===== src/rtl/uart_pkg.sv =====
// Shared types and constants for the UART program loader.
// Optional build macro UART_PARITY_EN selects 8E1 framing (RX_PARITY state used).
package uart_pkg;

  typedef enum logic [2:0] {
    RX_IDLE,
    RX_START,
    RX_DATA,
    RX_PARITY,
    RX_STOP
  } rx_state_t;

  localparam int unsigned BYTES_PER_WORD = 4;

  // Marker word the CPU top watches for to leave load mode.
  localparam logic [15:0] RUN_MARKER = 16'h1111;

endpackage


===== src/rtl/uart_program_loader_if.sv =====
// Word-output bus of the UART program loader (loader = master, consumer = slave).
// Build macro UART_PARITY_EN adds the parity_error pulse.
interface uart_program_loader_if;
  logic        data_valid;
  logic [31:0] data_out;
  logic [31:0] byte_address;
  logic        frame_error;
  logic        load_active;
`ifdef UART_PARITY_EN
  logic        parity_error;
`endif

  modport master (
    output data_valid, data_out, byte_address, frame_error, load_active
`ifdef UART_PARITY_EN
    , parity_error
`endif
  );

  modport slave (
    input data_valid, data_out, byte_address, frame_error, load_active
`ifdef UART_PARITY_EN
    , parity_error
`endif
  );
endinterface


===== src/rtl/uart_rx_byte.sv =====
// UART byte receiver: 2-flop synchronizer, bit-timing counter and receive FSM.
// Build macro UART_PARITY_EN: 8E1 framing with parity_error output; otherwise 8N1.
module uart_rx_byte
  import uart_pkg::*;
#(
  parameter int unsigned CLKS_PER_BIT = 868
) (
  input  logic       clk,
  input  logic       reset,
  input  logic       io_rx,
  output logic       byte_valid,
  output logic [7:0] byte_data,
  output logic       frame_error
`ifdef UART_PARITY_EN
  , output logic     parity_error
`endif
);

  localparam int unsigned CW = $clog2(CLKS_PER_BIT);
  localparam logic [CW-1:0] HALF_M1 = CW'(CLKS_PER_BIT / 2 - 1);
  localparam logic [CW-1:0] FULL_M1 = CW'(CLKS_PER_BIT - 1);

  logic            rx_meta_q, rx_sync_q;
  rx_state_t       state_q, state_d;
  logic [CW-1:0]   clk_cnt_q, clk_cnt_d;
  logic [2:0]      bit_cnt_q, bit_cnt_d;
  logic [7:0]      shift_q, shift_d;
  logic            byte_valid_q, byte_valid_d;
  logic            frame_error_q, frame_error_d;
`ifdef UART_PARITY_EN
  logic            parity_bit_q, parity_bit_d;
  logic            parity_error_q, parity_error_d;
`endif

  // Synchronizer for the asynchronous line; idles high.
  always_ff @(posedge clk) begin
    if (reset) begin
      rx_meta_q <= 1'b1;
      rx_sync_q <= 1'b1;
    end else begin
      rx_meta_q <= io_rx;
      rx_sync_q <= rx_meta_q;
    end
  end

  // Receiver state and datapath registers.
  always_ff @(posedge clk) begin
    if (reset) begin
      state_q        <= RX_IDLE;
      clk_cnt_q      <= '0;
      bit_cnt_q      <= '0;
      shift_q        <= '0;
      byte_valid_q   <= 1'b0;
      frame_error_q  <= 1'b0;
`ifdef UART_PARITY_EN
      parity_bit_q   <= 1'b0;
      parity_error_q <= 1'b0;
`endif
    end else begin
      state_q        <= state_d;
      clk_cnt_q      <= clk_cnt_d;
      bit_cnt_q      <= bit_cnt_d;
      shift_q        <= shift_d;
      byte_valid_q   <= byte_valid_d;
      frame_error_q  <= frame_error_d;
`ifdef UART_PARITY_EN
      parity_bit_q   <= parity_bit_d;
      parity_error_q <= parity_error_d;
`endif
    end
  end

  // Next-state logic: sample at the start-bit midpoint, then once per bit period.
  always_comb begin
    state_d        = state_q;
    clk_cnt_d      = clk_cnt_q + 1'b1;
    bit_cnt_d      = bit_cnt_q;
    shift_d        = shift_q;
    byte_valid_d   = 1'b0;
    frame_error_d  = 1'b0;
`ifdef UART_PARITY_EN
    parity_bit_d   = parity_bit_q;
    parity_error_d = 1'b0;
`endif
    case (state_q)
      RX_IDLE: begin
        clk_cnt_d = '0;
        if (!rx_sync_q) begin
          state_d   = RX_START;
          bit_cnt_d = '0;
        end
      end
      RX_START: begin
        if (clk_cnt_q == HALF_M1) begin
          clk_cnt_d = '0;
          state_d   = rx_sync_q ? RX_IDLE : RX_DATA;
        end
      end
      RX_DATA: begin
        if (clk_cnt_q == FULL_M1) begin
          clk_cnt_d = '0;
          shift_d   = {rx_sync_q, shift_q[7:1]};
          bit_cnt_d = bit_cnt_q + 3'd1;
          if (bit_cnt_q == 3'd7) begin
`ifdef UART_PARITY_EN
            state_d = RX_PARITY;
`else
            state_d = RX_STOP;
`endif
          end
        end
      end
`ifdef UART_PARITY_EN
      RX_PARITY: begin
        if (clk_cnt_q == FULL_M1) begin
          clk_cnt_d    = '0;
          parity_bit_d = rx_sync_q;
          state_d      = RX_STOP;
        end
      end
`endif
      RX_STOP: begin
        if (clk_cnt_q == FULL_M1) begin
          clk_cnt_d = '0;
          state_d   = RX_IDLE;
          if (!rx_sync_q) begin
            frame_error_d = 1'b1;
`ifdef UART_PARITY_EN
          end else if (parity_bit_q != (^shift_q)) begin
            parity_error_d = 1'b1;
`endif
          end else begin
            byte_valid_d = 1'b1;
          end
        end
      end
      default: state_d = RX_IDLE;
    endcase
  end

  assign byte_valid   = byte_valid_q;
  assign byte_data    = shift_q;
  assign frame_error  = frame_error_q;
`ifdef UART_PARITY_EN
  assign parity_error = parity_error_q;
`endif

endmodule


===== src/rtl/uart_program_loader.sv =====
// UART program loader: packs received bytes into little-endian 32-bit words
// with a word-aligned byte address. Build macro UART_PARITY_EN selects 8E1.
module uart_program_loader
  import uart_pkg::*;
#(
  parameter int unsigned CLKS_PER_BIT = 868,
  parameter logic [31:0] BASE_ADDR    = 32'h0000_0000
) (
  input  logic                   clk,
  input  logic                   reset,
  input  logic                   io_rx,
  uart_program_loader_if.master  bus
);

  logic       byte_valid;
  logic [7:0] byte_data;
  logic       rx_frame_error;
`ifdef UART_PARITY_EN
  logic       rx_parity_error;
`endif

  uart_rx_byte #(
    .CLKS_PER_BIT (CLKS_PER_BIT)
  ) u_rx (
    .clk          (clk),
    .reset        (reset),
    .io_rx        (io_rx),
    .byte_valid   (byte_valid),
    .byte_data    (byte_data),
    .frame_error  (rx_frame_error)
`ifdef UART_PARITY_EN
    , .parity_error (rx_parity_error)
`endif
  );

  logic [1:0]  byte_cnt_q, byte_cnt_d;
  logic [23:0] word_q, word_d;
  logic [31:0] addr_q, addr_d;
  logic        data_valid_q, data_valid_d;
  logic [31:0] data_out_q, data_out_d;
  logic [31:0] byte_address_q, byte_address_d;

  // Word assembler and address registers.
  always_ff @(posedge clk) begin
    if (reset) begin
      byte_cnt_q     <= '0;
      word_q         <= '0;
      addr_q         <= BASE_ADDR;
      data_valid_q   <= 1'b0;
      data_out_q     <= '0;
      byte_address_q <= BASE_ADDR;
    end else begin
      byte_cnt_q     <= byte_cnt_d;
      word_q         <= word_d;
      addr_q         <= addr_d;
      data_valid_q   <= data_valid_d;
      data_out_q     <= data_out_d;
      byte_address_q <= byte_address_d;
    end
  end

  // Lanes 0..2 are buffered; lane 3 goes straight into the output word.
  always_comb begin
    byte_cnt_d     = byte_cnt_q;
    word_d         = word_q;
    addr_d         = addr_q;
    data_valid_d   = 1'b0;
    data_out_d     = data_out_q;
    byte_address_d = byte_address_q;
    if (data_valid_q) begin
      addr_d = addr_q + 32'd4;
    end
    if (byte_valid) begin
      byte_cnt_d = byte_cnt_q + 2'd1;
      if (byte_cnt_q == 2'(BYTES_PER_WORD - 1)) begin
        data_valid_d   = 1'b1;
        data_out_d     = {byte_data, word_q};
        byte_address_d = addr_q;
      end else begin
        case (byte_cnt_q)
          2'd0:    word_d[7:0]   = byte_data;
          2'd1:    word_d[15:8]  = byte_data;
          default: word_d[23:16] = byte_data;
        endcase
      end
    end
  end

  assign bus.data_valid   = data_valid_q;
  assign bus.data_out     = data_out_q;
  assign bus.byte_address = byte_address_q;
  assign bus.frame_error  = rx_frame_error;
  assign bus.load_active  = (byte_cnt_q != 2'd0);
`ifdef UART_PARITY_EN
  assign bus.parity_error = rx_parity_error;
`endif

endmodule


===== src/flat_wrapper.sv =====
// flat-port wrapper written by rule: the top's interface ports become plain ports
module uart_program_loader_flat import uart_pkg::*;
#(
  parameter int unsigned CLKS_PER_BIT = 868,
  parameter logic [31:0] BASE_ADDR    = 32'h0000_0000
)
  (clk, reset, io_rx, bus_data_valid, bus_data_out, bus_byte_address, bus_frame_error, bus_load_active);
  uart_program_loader_if bus_i ();
  input  logic clk;
  input  logic reset;
  input  logic io_rx;
  output wire logic [$bits(bus_i.data_valid)-1:0] bus_data_valid;
  output wire logic [$bits(bus_i.data_out)-1:0] bus_data_out;
  output wire logic [$bits(bus_i.byte_address)-1:0] bus_byte_address;
  output wire logic [$bits(bus_i.frame_error)-1:0] bus_frame_error;
  output wire logic [$bits(bus_i.load_active)-1:0] bus_load_active;
  assign bus_data_valid = bus_i.data_valid;
  assign bus_data_out = bus_i.data_out;
  assign bus_byte_address = bus_i.byte_address;
  assign bus_frame_error = bus_i.frame_error;
  assign bus_load_active = bus_i.load_active;
  uart_program_loader #(.CLKS_PER_BIT(CLKS_PER_BIT), .BASE_ADDR(BASE_ADDR)) u_core (.clk(clk), .reset(reset), .io_rx(io_rx), .bus(bus_i));
endmodule

===== config.mk =====
export PLATFORM = sky130hd
export DESIGN_NAME = uart_program_loader_flat
export DESIGN_NICKNAME = d
export VERILOG_FILES = /design/src/rtl/uart_pkg.sv /design/src/rtl/uart_program_loader_if.sv /design/src/rtl/uart_rx_byte.sv /design/src/rtl/uart_program_loader.sv /design/src/flat_wrapper.sv
export SDC_FILE = /design/constraint.sdc
export NUM_CORES = 1
export LEC_CHECK = 0
export CORE_UTILIZATION = 30
export CTS_BUF_LIST = sky130_fd_sc_hd__clkbuf_2
export DETAILED_ROUTE_END_ITERATION = 7
export DONT_BUFFER_PORTS = 1
export PLACE_DENSITY = 0.52
export SLEW_MARGIN = 10
export SYNTH_ARGS = -nofsm -noshare
export SYNTH_HDL_FRONTEND = slang
export SYNTH_SLANG_ARGS = --single-unit
export TNS_END_PERCENT = 100

===== constraint.sdc =====
create_clock -name clk -period 4.91 [get_ports clk]
set_clock_uncertainty 0.15 [all_clocks]
set_input_delay 0.2455 -clock clk [delete_from_list [all_inputs] [get_ports clk]]
set_output_delay 0.2455 -clock clk [all_outputs]
set_load 0.05 [all_outputs]

==> results of run 1 <==
## routing by layer
| layer | part of all wire [%] | wire length [um] | global-route usage (%) | vias up |
|---|---|---|---|---|
| li1 | - | - | - | 2351 |
| met2 | 44 | 5700 | 20.5 | 74 |
| met5 | 0 | 0 | 0 | - |
| met3 | 5.2 | 680 | 4.52 | 8 |
| met4 | 0.96 | 124 | 4.63 | 0 |
| met1 | 50 | 6460 | 18.2 | 2095 |
## area by class of cell
| cell class | instances | area, um^2 |
|---|---|---|
| diodes | 2 | 5.00 |
| clock buffers | 18 | 90.1 |
| clock inverters | 14 | 184 |
| fillers | 2033 | 12600 |
| inverters | 14 | 52.6 |
| multi-input cells | 490 | 2640 |
| flip-flops and latches | 147 | 2940 |
| well taps | 260 | 325 |
| repair buffers | 8 | 90.1 |
## state kept, by name (all words and copies together) (netlist names)
register	flops
u_core.u_rx.rx_meta_q	1
u_core.byte_cnt_q	2
u_core.u_rx.state_q	3
u_core.u_rx.frame_error	1
u_core.u_rx.bit_cnt_q	3
u_core.u_rx.byte_valid	1
u_core.addr_q	30
u_core.u_rx.rx_sync_q	1
u_core.word_q	24
u_core.u_rx.byte_data	8
u_core.u_rx.clk_cnt_q	10
u_core.bus.data_valid	1
u_core.bus.data_out	32
u_core.bus.byte_address	30
## cells in the final DEF, fill, tap and decap left out, types with 12 or more instances in the layout
cell type	Yosys	final
nand2_1	168	167
dfxtp_1	147	147
a21oi_1	104	104
nand3_1	36	36
nor2_1	23	23
clkbuf_2	0	18
nor3_1	17	17
or4_1	17	17
inv_1	14	14
mux2i_1	14	14
o31ai_1	14	14
nand2b_1	13	13
xnor2_1	12	12
## power groups by stage
| stage | clock, mW | sequential [mW] | combinational, mW |
|---|---|---|---|
| 4_1_cts | 0.813 | 1.20 | 0.0369 |
| 3_3_place_gp | 0 | 1.22 | 0.0143 |
| 5_1_grt | 0.862 | 1.20 | 0.0397 |
| 3_5_place_dp | 0 | 1.22 | 0.0143 |
| 2_1_floorplan | 0 | 1.22 | 0.0292 |
| 6_report | 0.775 | 1.20 | 0.0362 |
## cell usage after synthesis (all sizes together), types with 2 or more instances
| master | number |
|---|---|
| o211ai | 3 |
| nor2 | 23 |
| ha | 9 |
| or2 | 3 |
| nor2b | 2 |
| nand2 | 168 |
| nand4 | 9 |
| nand2b | 13 |
| dfxtp | 147 |
| nor4 | 3 |
| o31ai | 14 |
| mux2i | 14 |
| or3 | 4 |
| nor3 | 17 |
| o21ai | 6 |
| buf | 10 |
| a21oi | 104 |
| and3 | 4 |
| and4 | 3 |
| or3b | 2 |
| inv | 14 |
| or4 | 17 |
| clkbuf | 38 |
| nand3 | 36 |
| xor2 | 9 |
| xnor2 | 12 |
| and4b | 2 |
## worst min-delay path by stage
| stage | to | depth (start not counted) | startpoint | slack [ns] |
|---|---|---|---|---|
| after floorplan | u_core.u_rx.rx_meta_q$_SDFF_PP1_ | 1 | io_rx | 0.20 |
| after global placement | u_core.addr_q[15]$_SDFFE_PP0P_ | 1 | reset | 0.18 |
| after global routing | u_core.u_rx.rx_sync_q$_SDFF_PP1_ | 1 | u_core.u_rx.rx_meta_q$_SDFF_PP1_ | 0.31 |
| after CTS | u_core.u_rx.rx_sync_q$_SDFF_PP1_ | 1 | u_core.u_rx.rx_meta_q$_SDFF_PP1_ | 0.30 |
| after detailed placement | u_core.addr_q[23]$_SDFFE_PP0P_ | 1 | reset | 0.18 |
| final | u_core.u_rx.rx_sync_q$_SDFF_PP1_ | 1 | u_core.u_rx.rx_meta_q$_SDFF_PP1_ | 0.29 |
## per-stage QoR
stage	setup slack, ns	util [%]
finish	1.60	33.5
global route	1.45	33.5
CTS	1.64	33.5
detailed placement	2.02	31.7
global placement	2.07	31.7
floorplan	2.43	-
## cell families (layout without fill, tap and decap cells)
logic type	count (synthesis)	after routing	share of synthesized area, %
other	1	4	0.0644
xor gates and xnor gates	21	21	3.16
DFF	147	147	50.5
adders and majority gates	9	9	1.93
buffers and inverters	62	54	4.21
and+or+nand+nor	311	311	25.1
AOI/OAI and AO/OA	132	132	12.4
muxes	15	15	2.60
## worst max-delay path, delay by kind of cell (launching register included)
kind            cells  cell delay (ns)
flops               1             0.83
compound gates      1             0.14
buf+inv             1             0.55
simple gates        3             1.62
==> reports/qor.yml, run 1 <==
status: "finished, final reports clean"
via_count: 4528
reg2reg_from: "u_core.bus.data_valid$_SDFF_PP0_"
synth_area_um2: 5820
placed_area_um2: 5990
cpPeakStageDelay_ns: 0.90
cp-start-kind: "register"
p_leak_nw: 2.02
rows: 50
cp-end-kind: "register"
setup_viol_count_final: 0
routabilityCongestion: 0.730
r2r_cells: 5
gr-total-overflow: 0
antenna_found_initial: 1
fin_area_um2: 6330
clk_pin_slew_worst_paths_ns: 0.22
postSynthAreaPerCell_um2: 8.34
p_sw_uw: 471
p_clk_share_pct: 38.5
cts_tree: "yes"
crit_fanout: 18
grt_pass1_vias: 4150
clock_path_buffers: 2
initial_core_util_pct: 30.8
crit_end: "u_core.addr_q[15]$_SDFFE_PP0P_"
ys_warn_count: 0
synth_edf_count: 0
drive_above_1_share_pct: 6.22
htreeDepth: 4
p_comb_share_pct: 1.8
postCtsSetupRepairBufs: 0
timing.rr.end: "u_core.addr_q[15]$_SDFFE_PP0P_"
holdWs_ns: 0.295
wl_mm: 13.0
cts.sinks: 147
tns_ns: 0
hp-class: "reg2reg"
path_cells: "nand4_2 > or4_1 > or3_1 > a21oi_1 > dlygate4sd3_1"
drc: 0
crit_slowest_cell: "or4_1"
cts_resized: 0
routedWlPerCell_um: 13.6
worst_pin_slew_ns: 0.726
synth_seq_cells: 147
io_pins: 70
firstDrtPassIters: 5
worst_skew_pair.late_latency_ns: 0.69
cp.required_ns: 5.43
irDropWorstVdd_mv: 0.128
grt_pass1_wl_mm: 21.6
fin_crit_sh_pct: 67.4
timing.max_cap.violations: 0
synth_cells: 698
die_w_um: 141
finalPower_mw: 2.01
synth_cell_type_count: 44
die_area_um2: 20000
drt_iter0_drc: 252
slew_headroom_pct: 51.5
crit_start: "u_core.bus.data_valid$_SDFF_PP0_"
hpwl_mm: 7.97
postCtsHoldBufs: 5
period_minus_slack_ns: 3.31
synth_ff_type: "dfxtp_1"
ant_nets: 0
area_delta_synth_final_pct: 8.75
fp.dieH_um: 141
synthArstFlopShare_pct: 0
nets: 690
stdcell_count: 953
timing.fmax_mhz: 302
yosysTopAreaCellShare_pct: 50.5
reg2reg_slack_ns: 1.60
cts_buffers: 17
worstSetupPathType: "reg2reg"
internal_power_mw: 1.54
switching_share_pct: 23.4
synthTopCellsByArea: "dfxtp_1 51%, nand2_1 11%, a21oi_1 8.9%"
power_frac_seq_pct: 59.7
finalMaxSlewViolations: 0
cts_root_buf: "clkbuf_2"
hold_viol_final: 0
grt_use_total_pct: 13.6
rsz0062_at_grt: "false"
via_per_inst: 4.75
crit_arrival_ns: 3.83
synth_largest_area_cell: "dfxtp_1"
power.density_nw_per_um2: 318
port_buffers: 0
core_area_um2: 18900
ys_seq_area_share_pct: 50.5
dp.cells: 914
grt_max_degree: 142
No activity file was read; power rests on OpenSTA's default activity.
==> run 2: changes to the inputs <==
--- a/config.mk
+++ b/config.mk
@@ -5,6 +5,7 @@
 export SDC_FILE = /design/constraint.sdc
 export NUM_CORES = 1
 export LEC_CHECK = 0
+export ABC_AREA = 1
 export CORE_UTILIZATION = 30
 export CTS_BUF_LIST = sky130_fd_sc_hd__clkbuf_2
 export DETAILED_ROUTE_END_ITERATION = 7
==> constraint.sdc (replaced) <==
create_clock -name clk -period 3.5 [get_ports clk]
set_clock_uncertainty 0.15 [all_clocks]
set_input_delay 0.175 -clock clk [delete_from_list [all_inputs] [get_ports clk]]
set_output_delay 0.175 -clock clk [all_outputs]
set_load 0.05 [all_outputs]
==> reports/qor.yml, run 2 <==
status: "finished, final reports clean"
clk_pin_slew_worst_paths_ns: 0.26  # +0.04 ns
via_count: 4807  # +6.2%
core_area_um2: 19500  # +3.0%
fin_crit_sh_pct: 66.5
cpPeakStageDelay_ns: 1.30  # +0.40 ns
rsz0062_at_grt: "false"
slew_headroom_pct: 23.2  # -28 points
hp-class: "reg2reg"
hold_viol_final: 0  # unchanged
synth_cell_type_count: 33  # -25%
gr-total-overflow: 0  # unchanged
synthArstFlopShare_pct: 0  # unchanged
area_delta_synth_final_pct: 8.73  # about the same
crit_arrival_ns: 2.81  # -1.02 ns
wl_mm: 14.0  # +7.7%
p_leak_nw: 2.37  # +17%
htreeDepth: 4  # unchanged
worstSetupPathType: "in2reg"
synthTopCellsByArea: "dfxtp_1 49%, nor2_1 8.5%, o21ai_0 8.2%"
grt_pass1_wl_mm: 22.6  # +4.9%
die_w_um: 143  # +1.1%
cts.sinks: 147  # unchanged
drc: 0  # unchanged
finalPower_mw: 3.10  # +54%
initial_core_util_pct: 30.6  # -0.25 points
yosysTopAreaCellShare_pct: 49.5  # -1.1 points
timing.fmax_mhz: 429
cts_resized: 0  # unchanged
tns_ns: 0  # unchanged
ant_nets: 0  # unchanged
rows: 51  # +2.0%
fp.dieH_um: 143  # +1.1%
synth_ff_type: "dfxtp_1"
port_buffers: 0  # unchanged
cp-start-kind: "primary input"
timing.max_cap.violations: 0  # unchanged
worst_skew_pair.late_latency_ns: 0.71  # +0.02 ns
cts_buffers: 17  # unchanged
die_area_um2: 20400  # +2.1%
synth_largest_area_cell: "dfxtp_1"
crit_family: "buffers and inverters"
yosys-top-cells-count: "147 x dfxtp_1, 135 x nor2_1, 98 x o21ai_0"
cp-end-kind: "register"
worst_pin_slew_ns: 1.15  # +0.422 ns
period_minus_slack_ns: 2.33
irDropWorstVdd_mv: 0.197  # +54%
grt_use_total_pct: 14.3  # +0.68 points
crit_slowest_cell: "dlygate4sd3_1"
synth_seq_cells: 147  # unchanged
postSynthAreaPerCell_um2: 7.59  # -9.0%
drive_above_1_share_pct: 7.96  # +1.7 points
synth_edf_count: 0  # unchanged
routedWlPerCell_um: 13.2  # -2.9%
path_cells: "dlygate4sd3_1 > inv_2 > buf_4 > o21ai_0 > nor2_1"
ys_seq_area_share_pct: 49.5  # -1.1 points
cts_tree: "yes"
drt_iter0_drc: 268  # +6.3%
cts_root_buf: "clkbuf_2"
layout_common_cells: "147 x dfxtp_1, 135 x nor2_1, 98 x o21ai_0"
largest_reg_flops: 32  # unchanged
yosysMostFrequentCell: "dfxtp_1"
ys_warn_count: 0  # unchanged
via_per_inst: 4.55  # -4.3%
routabilityCongestion: 0.784  # +7.3%
synth_area_um2: 5950  # +2.2%
power.density_nw_per_um2: 480  # +51%
finalMaxSlewViolations: 0  # unchanged
firstDrtPassIters: 4  # -1
crit_fanout: 50  # +32
hpwl_mm: 9.44  # +18%
layout_commonest_cell: "dfxtp_1"
antenna_found_initial: 1  # unchanged
grt_max_degree: 65  # -54%
io_pins: 70  # unchanged
clock_path_buffers: 2  # unchanged
setup_viol_count_final: 0  # unchanged
crit_buf_inv: 3  # +2
cp.required_ns: 3.98  # -1.45 ns
postCtsHoldBufs: 3  # -2
synth_cells: 784  # +12%
grt_pass1_vias: 4373  # +5.4%
fillers: 2111  # +3.8%
postCtsSetupRepairBufs: 0  # unchanged
nets: 791  # +15%
==> run 2: logic make-up after synthesis <==
group	count (synthesis)	synth area share, %
compound gates	188	16.1
simple gates	318	23.7
flops	147	49.5
other cells	1	0.0630
fa+ha+maj	9	1.89
buf+inv	113	7.59
xor+xnor	8	1.18
==> run 2: worst register-to-register path, cell delays in order, from the launching register on <==
cell     delay [ns]
dfxtp_1        0.40
ha_1           0.17
nand2_1        0.05
buf_4          0.21
inv_2          0.41
buf_12         0.33
o21ai_0        0.15
a21oi_1        0.16
==> run 2: path summary, 6_finish.rpt <==
path / startpoint / to / slack [ns] / depth (start not counted)
max: reset / u_core.bus.data_out[26]$_SDFFE_PP0P_ / 1.17 / 5
min: u_core.word_q[4]$_SDFFE_PP0P_ / u_core.bus.data_out[4]$_SDFFE_PP0P_ / 0.31 / 2
max reg2reg: u_core.byte_cnt_q[0]$_SDFFE_PP0P_ / u_core.bus.byte_address[15]$_SDFFE_PP0P_ / 1.42 / 7
min reg2reg: u_core.word_q[4]$_SDFFE_PP0P_ / u_core.bus.data_out[4]$_SDFFE_PP0P_ / 0.31 / 2
==> run 2: area by class of cell <==
class / count / area [um^2] / share of cell area (%)
timing repair buffer: 8 / 80.1 / 1.24
clock inverter: 14 / 168 / 2.59
sequential: 147 / 2940 / 45.5
multi-input combinational: 525 / 2560 / 39.6
clock buffer: 17 / 85.1 / 1.32
tap: 265 / 332 / 5.13
antenna: 1 / 2.50 / 0.0387
inverter: 80 / 300 / 4.64
==> run 2: report_power, final <==
group          internal, mW  switching (mW)  total, mW
clock network         0.352           0.690       1.04
registers              1.71          0.0263       1.73
logic                 0.107           0.224      0.331
==> run 2: per-layer routing <==
layer	vias to the layer above	track usage, %	wire (um)
met4	0	5.72	199
met3	13	5.50	950
met1	2162	18.6	6870
met5	-	0	0
met2	81	21.1	5940
li1	2551	-	-
==> run 2: per-stage QoR <==
stage | cells | hold slack (ns) | utilization [%] | instance area [um^2] | setup WS (ns)
after CTS | 1056 | 0.315 | 33.2 | 6470 | 1.20
after floorplan | 785 | 0.129 | - | 5950 | 1.68
after detailed placement | 1022 | 0.102 | 31.8 | 6180 | 1.45
after global routing | 1057 | 0.342 | 33.2 | 6470 | 1.03
after global placement | 1022 | 0.102 | 31.8 | 6180 | 1.47
final | 1057 | 0.312 | 33.2 | 6470 | 1.17
